==> config.mk <==
export PLATFORM = sky130hd
export DESIGN_NAME = mem_ctrl
export DESIGN_NICKNAME = d
export VERILOG_FILES = /design/src/rtl/mem_ctrl.sv
export SDC_FILE = /design/constraint.sdc
export NUM_CORES = 1
export LEC_CHECK = 0
export CAP_MARGIN = 20
export CORE_MARGIN = 4
export CORE_UTILIZATION = 51
export CTS_BUF_LIST = sky130_fd_sc_hd__clkbuf_4 sky130_fd_sc_hd__clkbuf_8
export CTS_CLUSTER_SIZE = 24
export DETAILED_ROUTE_END_ITERATION = 16
export GPL_ROUTABILITY_DRIVEN = 0
export HOLD_SLACK_MARGIN = 0.06
export MAX_ROUTING_LAYER = met4
export PLACE_DENSITY = 0.93
export SLEW_MARGIN = 20
export SYNTH_ARGS = -nofsm -noshare
export SYNTH_HDL_FRONTEND = slang
export SYNTH_SLANG_ARGS = --single-unit
==> constraint.sdc <==
create_clock -name clk -period 6.45 [get_ports clk]
set_input_delay 1.29 -clock clk [delete_from_list [all_inputs] [get_ports clk]]
set_output_delay 1.29 -clock clk [all_outputs]
set_load 0.05 [all_outputs]
==> src/rtl/mem_ctrl.sv <==
// mem_ctrl: sole owner of a single-port byte RAM; serves a byte data port (absolute priority)
// and assembles 32-bit instruction fetches in idle cycles. Define MEM_CTRL_PREFETCH_EN for next-word prefetch.
module mem_ctrl #(
    parameter int ADDR_W = 17
) (
    input  logic              clk,
    input  logic              rst,
    input  logic [1:0]        d_rwtype,
    input  logic [31:0]       d_addr,
    input  logic [7:0]        d_wdata,
    output logic [7:0]        d_rdata,
    input  logic              if_req,
    input  logic [31:0]       if_addr,
    output logic              if_rdy,
    output logic [31:0]       if_inst,
    output logic [ADDR_W-1:0] ram_a,
    output logic              ram_wr,
    output logic [7:0]        ram_dout,
    input  logic [7:0]        ram_din
);
    typedef enum logic [2:0] {IDLE, ISSUE0, ISSUE1, ISSUE2, ISSUE3, DRAIN, DONE} state_t;

    state_t            state_q, state_d;
    logic [ADDR_W-1:0] base_q, base_d;
    logic [31:0]       buf_q, buf_d, if_inst_q, if_inst_d;
    logic              pend_v_q, pend_v_d, if_rdy_q, if_rdy_d, rd_pend_q, rd_pend_d;
    logic [1:0]        pend_k_q, pend_k_d, issue_k;
    logic [7:0]        d_rdata_q, d_rdata_d;
    logic              data_req, in_issue, in_fetch, issuing;
    logic              unused_hi;

    assign data_req  = d_rwtype == 2'b01 || d_rwtype == 2'b10;
    assign in_issue  = state_q inside {ISSUE0, ISSUE1, ISSUE2, ISSUE3};
    assign in_fetch  = in_issue || state_q == DRAIN;
    assign issuing   = in_issue && !data_req;
    assign issue_k   = 2'(state_q - 3'd1);
    assign unused_hi = ^{d_addr[31:ADDR_W], if_addr[31:ADDR_W]};

    assign ram_a    = !rst ? '0 : data_req ? d_addr[ADDR_W-1:0] : in_issue ? base_q + ADDR_W'(issue_k) : '0;
    assign ram_wr   = rst && d_rwtype == 2'b10;
    assign ram_dout = rst && data_req ? d_wdata : 8'h00;
    // A read returns combinationally in the following cycle, then is held from the register
    assign d_rdata  = rd_pend_q ? ram_din : d_rdata_q;
    assign if_rdy   = if_rdy_q;
    assign if_inst  = if_inst_q;

`ifdef MEM_CTRL_PREFETCH_EN
    logic              pf_mode_q, pf_mode_d, pf_valid_q, pf_valid_d, pf_dirty_q, pf_dirty_d;
    logic [ADDR_W-1:0] pf_addr_q, pf_addr_d, wr_off_pf, wr_off_base;
    logic [31:0]       pf_buf_q, pf_buf_d;
    logic              hit_pf_wr, hit_base_wr, pf_hit;

    // Modular distance from the word base catches writes to any of its four bytes, including wrap
    assign wr_off_pf   = d_addr[ADDR_W-1:0] - pf_addr_q;
    assign wr_off_base = d_addr[ADDR_W-1:0] - base_q;
    assign hit_pf_wr   = d_rwtype == 2'b10 && wr_off_pf < ADDR_W'(4);
    assign hit_base_wr = d_rwtype == 2'b10 && wr_off_base < ADDR_W'(4);
    assign pf_hit      = pf_valid_q && !hit_pf_wr && if_addr[ADDR_W-1:0] == pf_addr_q;
`endif

    always_comb begin
        state_d   = state_q;
        base_d    = base_q;
        buf_d     = buf_q;
        if_inst_d = if_inst_q;
        if_rdy_d  = 1'b0;
        pend_v_d  = issuing;
        pend_k_d  = issuing ? issue_k : pend_k_q;
        rd_pend_d = d_rwtype == 2'b01;
        d_rdata_d = d_rdata;
        if (pend_v_q) buf_d[{pend_k_q, 3'b000} +: 8] = ram_din;
        if (issuing) state_d = state_t'(state_q + 3'd1);
`ifdef MEM_CTRL_PREFETCH_EN
        pf_mode_d  = pf_mode_q;
        pf_valid_d = pf_valid_q && !hit_pf_wr;
        pf_dirty_d = pf_dirty_q || (pf_mode_q && hit_base_wr);
        pf_addr_d  = pf_addr_q;
        pf_buf_d   = pf_buf_q;
        if (state_q == IDLE && if_req) begin
            pf_valid_d = 1'b0;
            base_d     = pf_hit ? pf_addr_q : if_addr[ADDR_W-1:0];
            buf_d      = '0;
            state_d    = pf_hit ? DONE : ISSUE0;
            if_rdy_d   = pf_hit;
            if_inst_d  = pf_hit ? pf_buf_q : if_inst_q;
        end
        if (state_q == DRAIN && pf_mode_q) begin
            pf_buf_d   = buf_d;
            pf_addr_d  = base_q;
            pf_valid_d = !pf_dirty_d;
            pf_mode_d  = 1'b0;
            state_d    = IDLE;
        end
        if (state_q == DRAIN && !pf_mode_q) begin
            state_d   = DONE;
            if_rdy_d  = 1'b1;
            if_inst_d = buf_d;
        end
        if (state_q == DONE) begin
            state_d    = ISSUE0;
            base_d     = base_q + ADDR_W'(4);
            buf_d      = '0;
            pf_mode_d  = 1'b1;
            pf_dirty_d = 1'b0;
        end
        // A demand request preempts a background prefetch; a dropped request aborts a demand fetch
        if (in_fetch && (pf_mode_q ? if_req : !if_req)) begin
            state_d    = pf_mode_q ? ISSUE0 : IDLE;
            base_d     = pf_mode_q ? if_addr[ADDR_W-1:0] : base_q;
            pf_mode_d  = 1'b0;
            pf_valid_d = 1'b0;
            pend_v_d   = 1'b0;
            buf_d      = '0;
            if_rdy_d   = 1'b0;
            if_inst_d  = if_inst_q;
        end
`else
        if (state_q == IDLE && if_req) begin
            base_d  = if_addr[ADDR_W-1:0];
            buf_d   = '0;
            state_d = ISSUE0;
        end
        if (state_q == DRAIN) begin
            state_d   = DONE;
            if_rdy_d  = 1'b1;
            if_inst_d = buf_d;
        end
        if (state_q == DONE) state_d = IDLE;
        if (in_fetch && !if_req) begin
            state_d   = IDLE;
            pend_v_d  = 1'b0;
            buf_d     = '0;
            if_rdy_d  = 1'b0;
            if_inst_d = if_inst_q;
        end
`endif
    end

    always_ff @(posedge clk or negedge rst) begin
        if (!rst) begin
            state_q   <= IDLE;
            base_q    <= '0;
            buf_q     <= '0;
            if_inst_q <= '0;
            if_rdy_q  <= 1'b0;
            pend_v_q  <= 1'b0;
            pend_k_q  <= '0;
            rd_pend_q <= 1'b0;
            d_rdata_q <= '0;
`ifdef MEM_CTRL_PREFETCH_EN
            pf_mode_q  <= 1'b0;
            pf_valid_q <= 1'b0;
            pf_dirty_q <= 1'b0;
            pf_addr_q  <= '0;
            pf_buf_q   <= '0;
`endif
        end else begin
            state_q   <= state_d;
            base_q    <= base_d;
            buf_q     <= buf_d;
            if_inst_q <= if_inst_d;
            if_rdy_q  <= if_rdy_d;
            pend_v_q  <= pend_v_d;
            pend_k_q  <= pend_k_d;
            rd_pend_q <= rd_pend_d;
            d_rdata_q <= d_rdata_d;
`ifdef MEM_CTRL_PREFETCH_EN
            pf_mode_q  <= pf_mode_d;
            pf_valid_q <= pf_valid_d;
            pf_dirty_q <= pf_dirty_d;
            pf_addr_q  <= pf_addr_d;
            pf_buf_q   <= pf_buf_d;
`endif
        end
    end
endmodule

==> results.md <==
- Status: complete, no violations
- PD cells: 331 nW/um^2
- Clk pin slew, worst setup/hold paths: 0.10 ns
- Worst slack, placed: 1.03 ns
- Area post-placement: 5840 um^2
- Relative slew slack: 0.360
- DP Cell Count: 646
- Post-Syn Instances: 436
- Post-DR vias/cell: 5.61
- GR Overflow Total: 0
- Vias in the first global route: 3698
- DRC: 0
- Clk Latency, worst-skew pair: 0.36 ns
- Slew Limit Fails: 0
- CP arrival: 4.13 ns
- PnR worst setup slack: 1.03 ns
- Setup CP Type: in -> out
- Final wirelength: 11000 um
- Initial antenna violation count: 0
- # IOs: 152
- Area grow syn2layout: 31.9%
- Detailed Route Iter0 Violations: 194
- Critical path's slowest cell: clkdlybuf4s50_1
- #FFs+latches synth: 97
- I/O Buffers: 121
- Async S/R FF share, synth: 1.00
- Minimum clock period after layout: 5.42 ns
- Leakage: 2.51 nW
- Sink Count: 97
- Site row count: 34
- Die Y: 103 um
- Mapped Nets: 535
- H-tree lvl count: 3
- Top FF cell, synth: dfrtp_1
- Post-route cell area: 6030 um^2
- Post-DP HPWL: 8100 um
- Die ar.: 10500 um^2
- EDFF count, synth: 0
- Seq/Total Area, Yosys: 0.531
- Largest net degree at the start of global routing: 72
- Die width: 103 um
- CTS Buffer Depth: 2
- First-pass GRT wire length: 18000 um
- TNS Setup: 0 ns
- Startpoint type of the worst setup path: input pin
- Final #Nets: 648
- Synth Warn #: 0
- Critical path data required time: 5.16 ns
- Max-cap violations: 0
- CP Capture Type: output pin
- Finished Core Util: 0.692
- Crit-path leading delay family: buffers and inverters
- Cell Area, Synth: 4570 um^2
- Flop2flop setup slack: 4.30 ns
- Measured slew at the worst slew-check pin: 0.957 ns
- Starting Density: 0.525
- Pre-antenna DRT Iters: 7
- WL/cell: 16.7 um
- Share of cells above drive strength 1: 0.108
- CP most frequent cell: clkdlybuf4s50_1
- Fin crit share: 0.840
- VDD IR max: 0.247 mV
- RSZ-0062 raised after global routing: no
- CP max FO: 13
- All-layer global routing usage: 0.226
- Number of gates resized after cts: 0
- Crit path largest cell delay: 0.82 ns
- Cell breakdown of the critical path: clkdlybuf4s50_1 > inv_1 > ha_1 > nand2_1 > nor3_2 > o311ai_0 > nand3_1 > clkdlybuf4s50_1
- # diodes: 0
- Total core area: 8720 um^2
- Inserted Clock Buffers: 9
- Finish-stage setup viols: 0
- Min-delay worst type: reg -> reg
- TritonCTS clock tree: done
- Root Buffer: clkbuf_8
- Worst path bufs/invs: 3
- Mean post-synth cell area: 10.5 um^2
- Fin. Hold Viols: 0
- Fin cells: 662
- Max frequency: 185 MHz
- Hold buffers post-CTS: 0
- Final clock skew: 0.00957 ns
- Post-CTS setup buffers: 0
- Vias: 3713
- Filler cell count in the final layout: 651
- Library cells used by synthesis: 48
- Post-route ant nets: 0
==> metal layers <==
metal	vias up	GRT usage	wire (um)
met5	-	-	0
met4	0	0.0787	203
met3	19	0.0365	802
met2	162	0.372	5490
met1	1785	0.285	4540
li1	1747	-	-
==> synth_stat cells (2+ instances only) <==
cell type,number,area [um^2]
clkbuf_1,9,33.8
o21ai_0,36,180
nand3b_1,4,30.0
nand2b_1,2,12.5
ha_1,13,163
buf_2,9,45.0
nor3b_1,2,15.0
and4_1,2,17.5
and2_1,10,62.6
a22oi_1,32,240
nor4_4,2,42.5
dfrtp_1,97,2430
inv_1,13,48.8
o311ai_0,2,17.5
mux2_2,25,282
nand4_1,3,18.8
a32oi_1,3,26.3
nor3_1,3,15.0
o21ai_1,11,55.1
xor2_1,2,17.5
nor2b_1,3,18.8
a21oi_1,6,30.0
nand3_1,10,50.1
nand2_1,59,221
nor4_1,2,12.5
nor2_1,43,161
buf_4,3,22.5
xnor2_1,10,87.6
==> sequential cells by signal (all words and copies together), names as in the netlist <==
name	flops
buf_q	32
if_inst	32
base_q	17
d_rdata_q	8
state_q	3
pend_k_q	2
if_rdy	1
pend_v_q	1
rd_pend_q	1
==> power breakdown <==
| part | switching (W) | total, W | internal [W] |
|---|---|---|---|
| Clock | 0.000222 | 0.000372 | 0.000150 |
| Sequential | 0.000105 | 0.000797 | 0.000692 |
| Combinational | 0.000495 | 0.000826 | 0.000330 |
==> final timing paths <==
kind / from / end / depth (start not counted)
min reg2reg: if_inst[22] / if_inst[22] / 2
max: d_rwtype[0] / ram_a[13] / 8
max reg2reg: state_q[0] / state_q[1] / 6
max in group asynchronous: rst / d_rdata_q[6] / 2
min: if_inst[22] / if_inst[22] / 2
min in group asynchronous: rst / state_q[2] / 1
==> cell families after synthesis <==
logic type	Yosys count	share of synthesized area
compound gates	97	0.134
xor+xnor	12	0.0230
fa+ha+maj	14	0.0399
buf+inv	35	0.0336
flops	97	0.531
mux	26	0.0648
simple gates	155	0.174
==> cells in the final DEF (no fill, tap or decap), types with 3 or more instances in the layout <==
master,n
xnor2_1,10
a21oi_1,6
nor3_1,3
dfrtp_1,97
o21ai_1,11
nand4_1,3
mux2_2,25
nand3b_1,4
clkbuf_8,9
buf_4,4
a32oi_1,3
o21ai_0,36
nand3_1,9
a22oi_1,32
ha_1,13
clkdlybuf4s50_1,120
and2_1,10
nor2_1,43
nand2_1,59
clkinvlp_4,4
inv_1,13
nor2b_1,3
==> cell type report <==
| cell class | count | area, um^2 | share of cell area |
|---|---|---|---|
| Sequential cell | 97 | 2430 | 0.402 |
| Multi-Input combinational cell | 304 | 2010 | 0.333 |
| Clock buffer | 10 | 131 | 0.0218 |
| Clock inverter | 6 | 52.6 | 0.00871 |
| Inverter | 13 | 48.8 | 0.00809 |
| Timing Repair Buffer | 124 | 1230 | 0.204 |
| Tap cell | 108 | 135 | 0.0224 |
==> metrics by stage <==
| stage | hold WS, ns | power, W |
|---|---|---|
| 6_report | 0.486 | 0.00199 |
| 2_1_floorplan | 0.481 | 0.00139 |
| 5_1_grt | 0.511 | 0.00212 |
| 3_5_place_dp | 0.469 | 0.00163 |
| 4_1_cts | 0.490 | 0.00201 |
| 3_3_place_gp | 0.461 | 0.00160 |
==> tightest hold or removal path, delay by kind of cell, from the launching register on <==
family	cells	cell delay, ns
simple gates	1	0.04
compound gates	1	0.06
flops	1	0.35
Power figures use the tool's default switching activity.
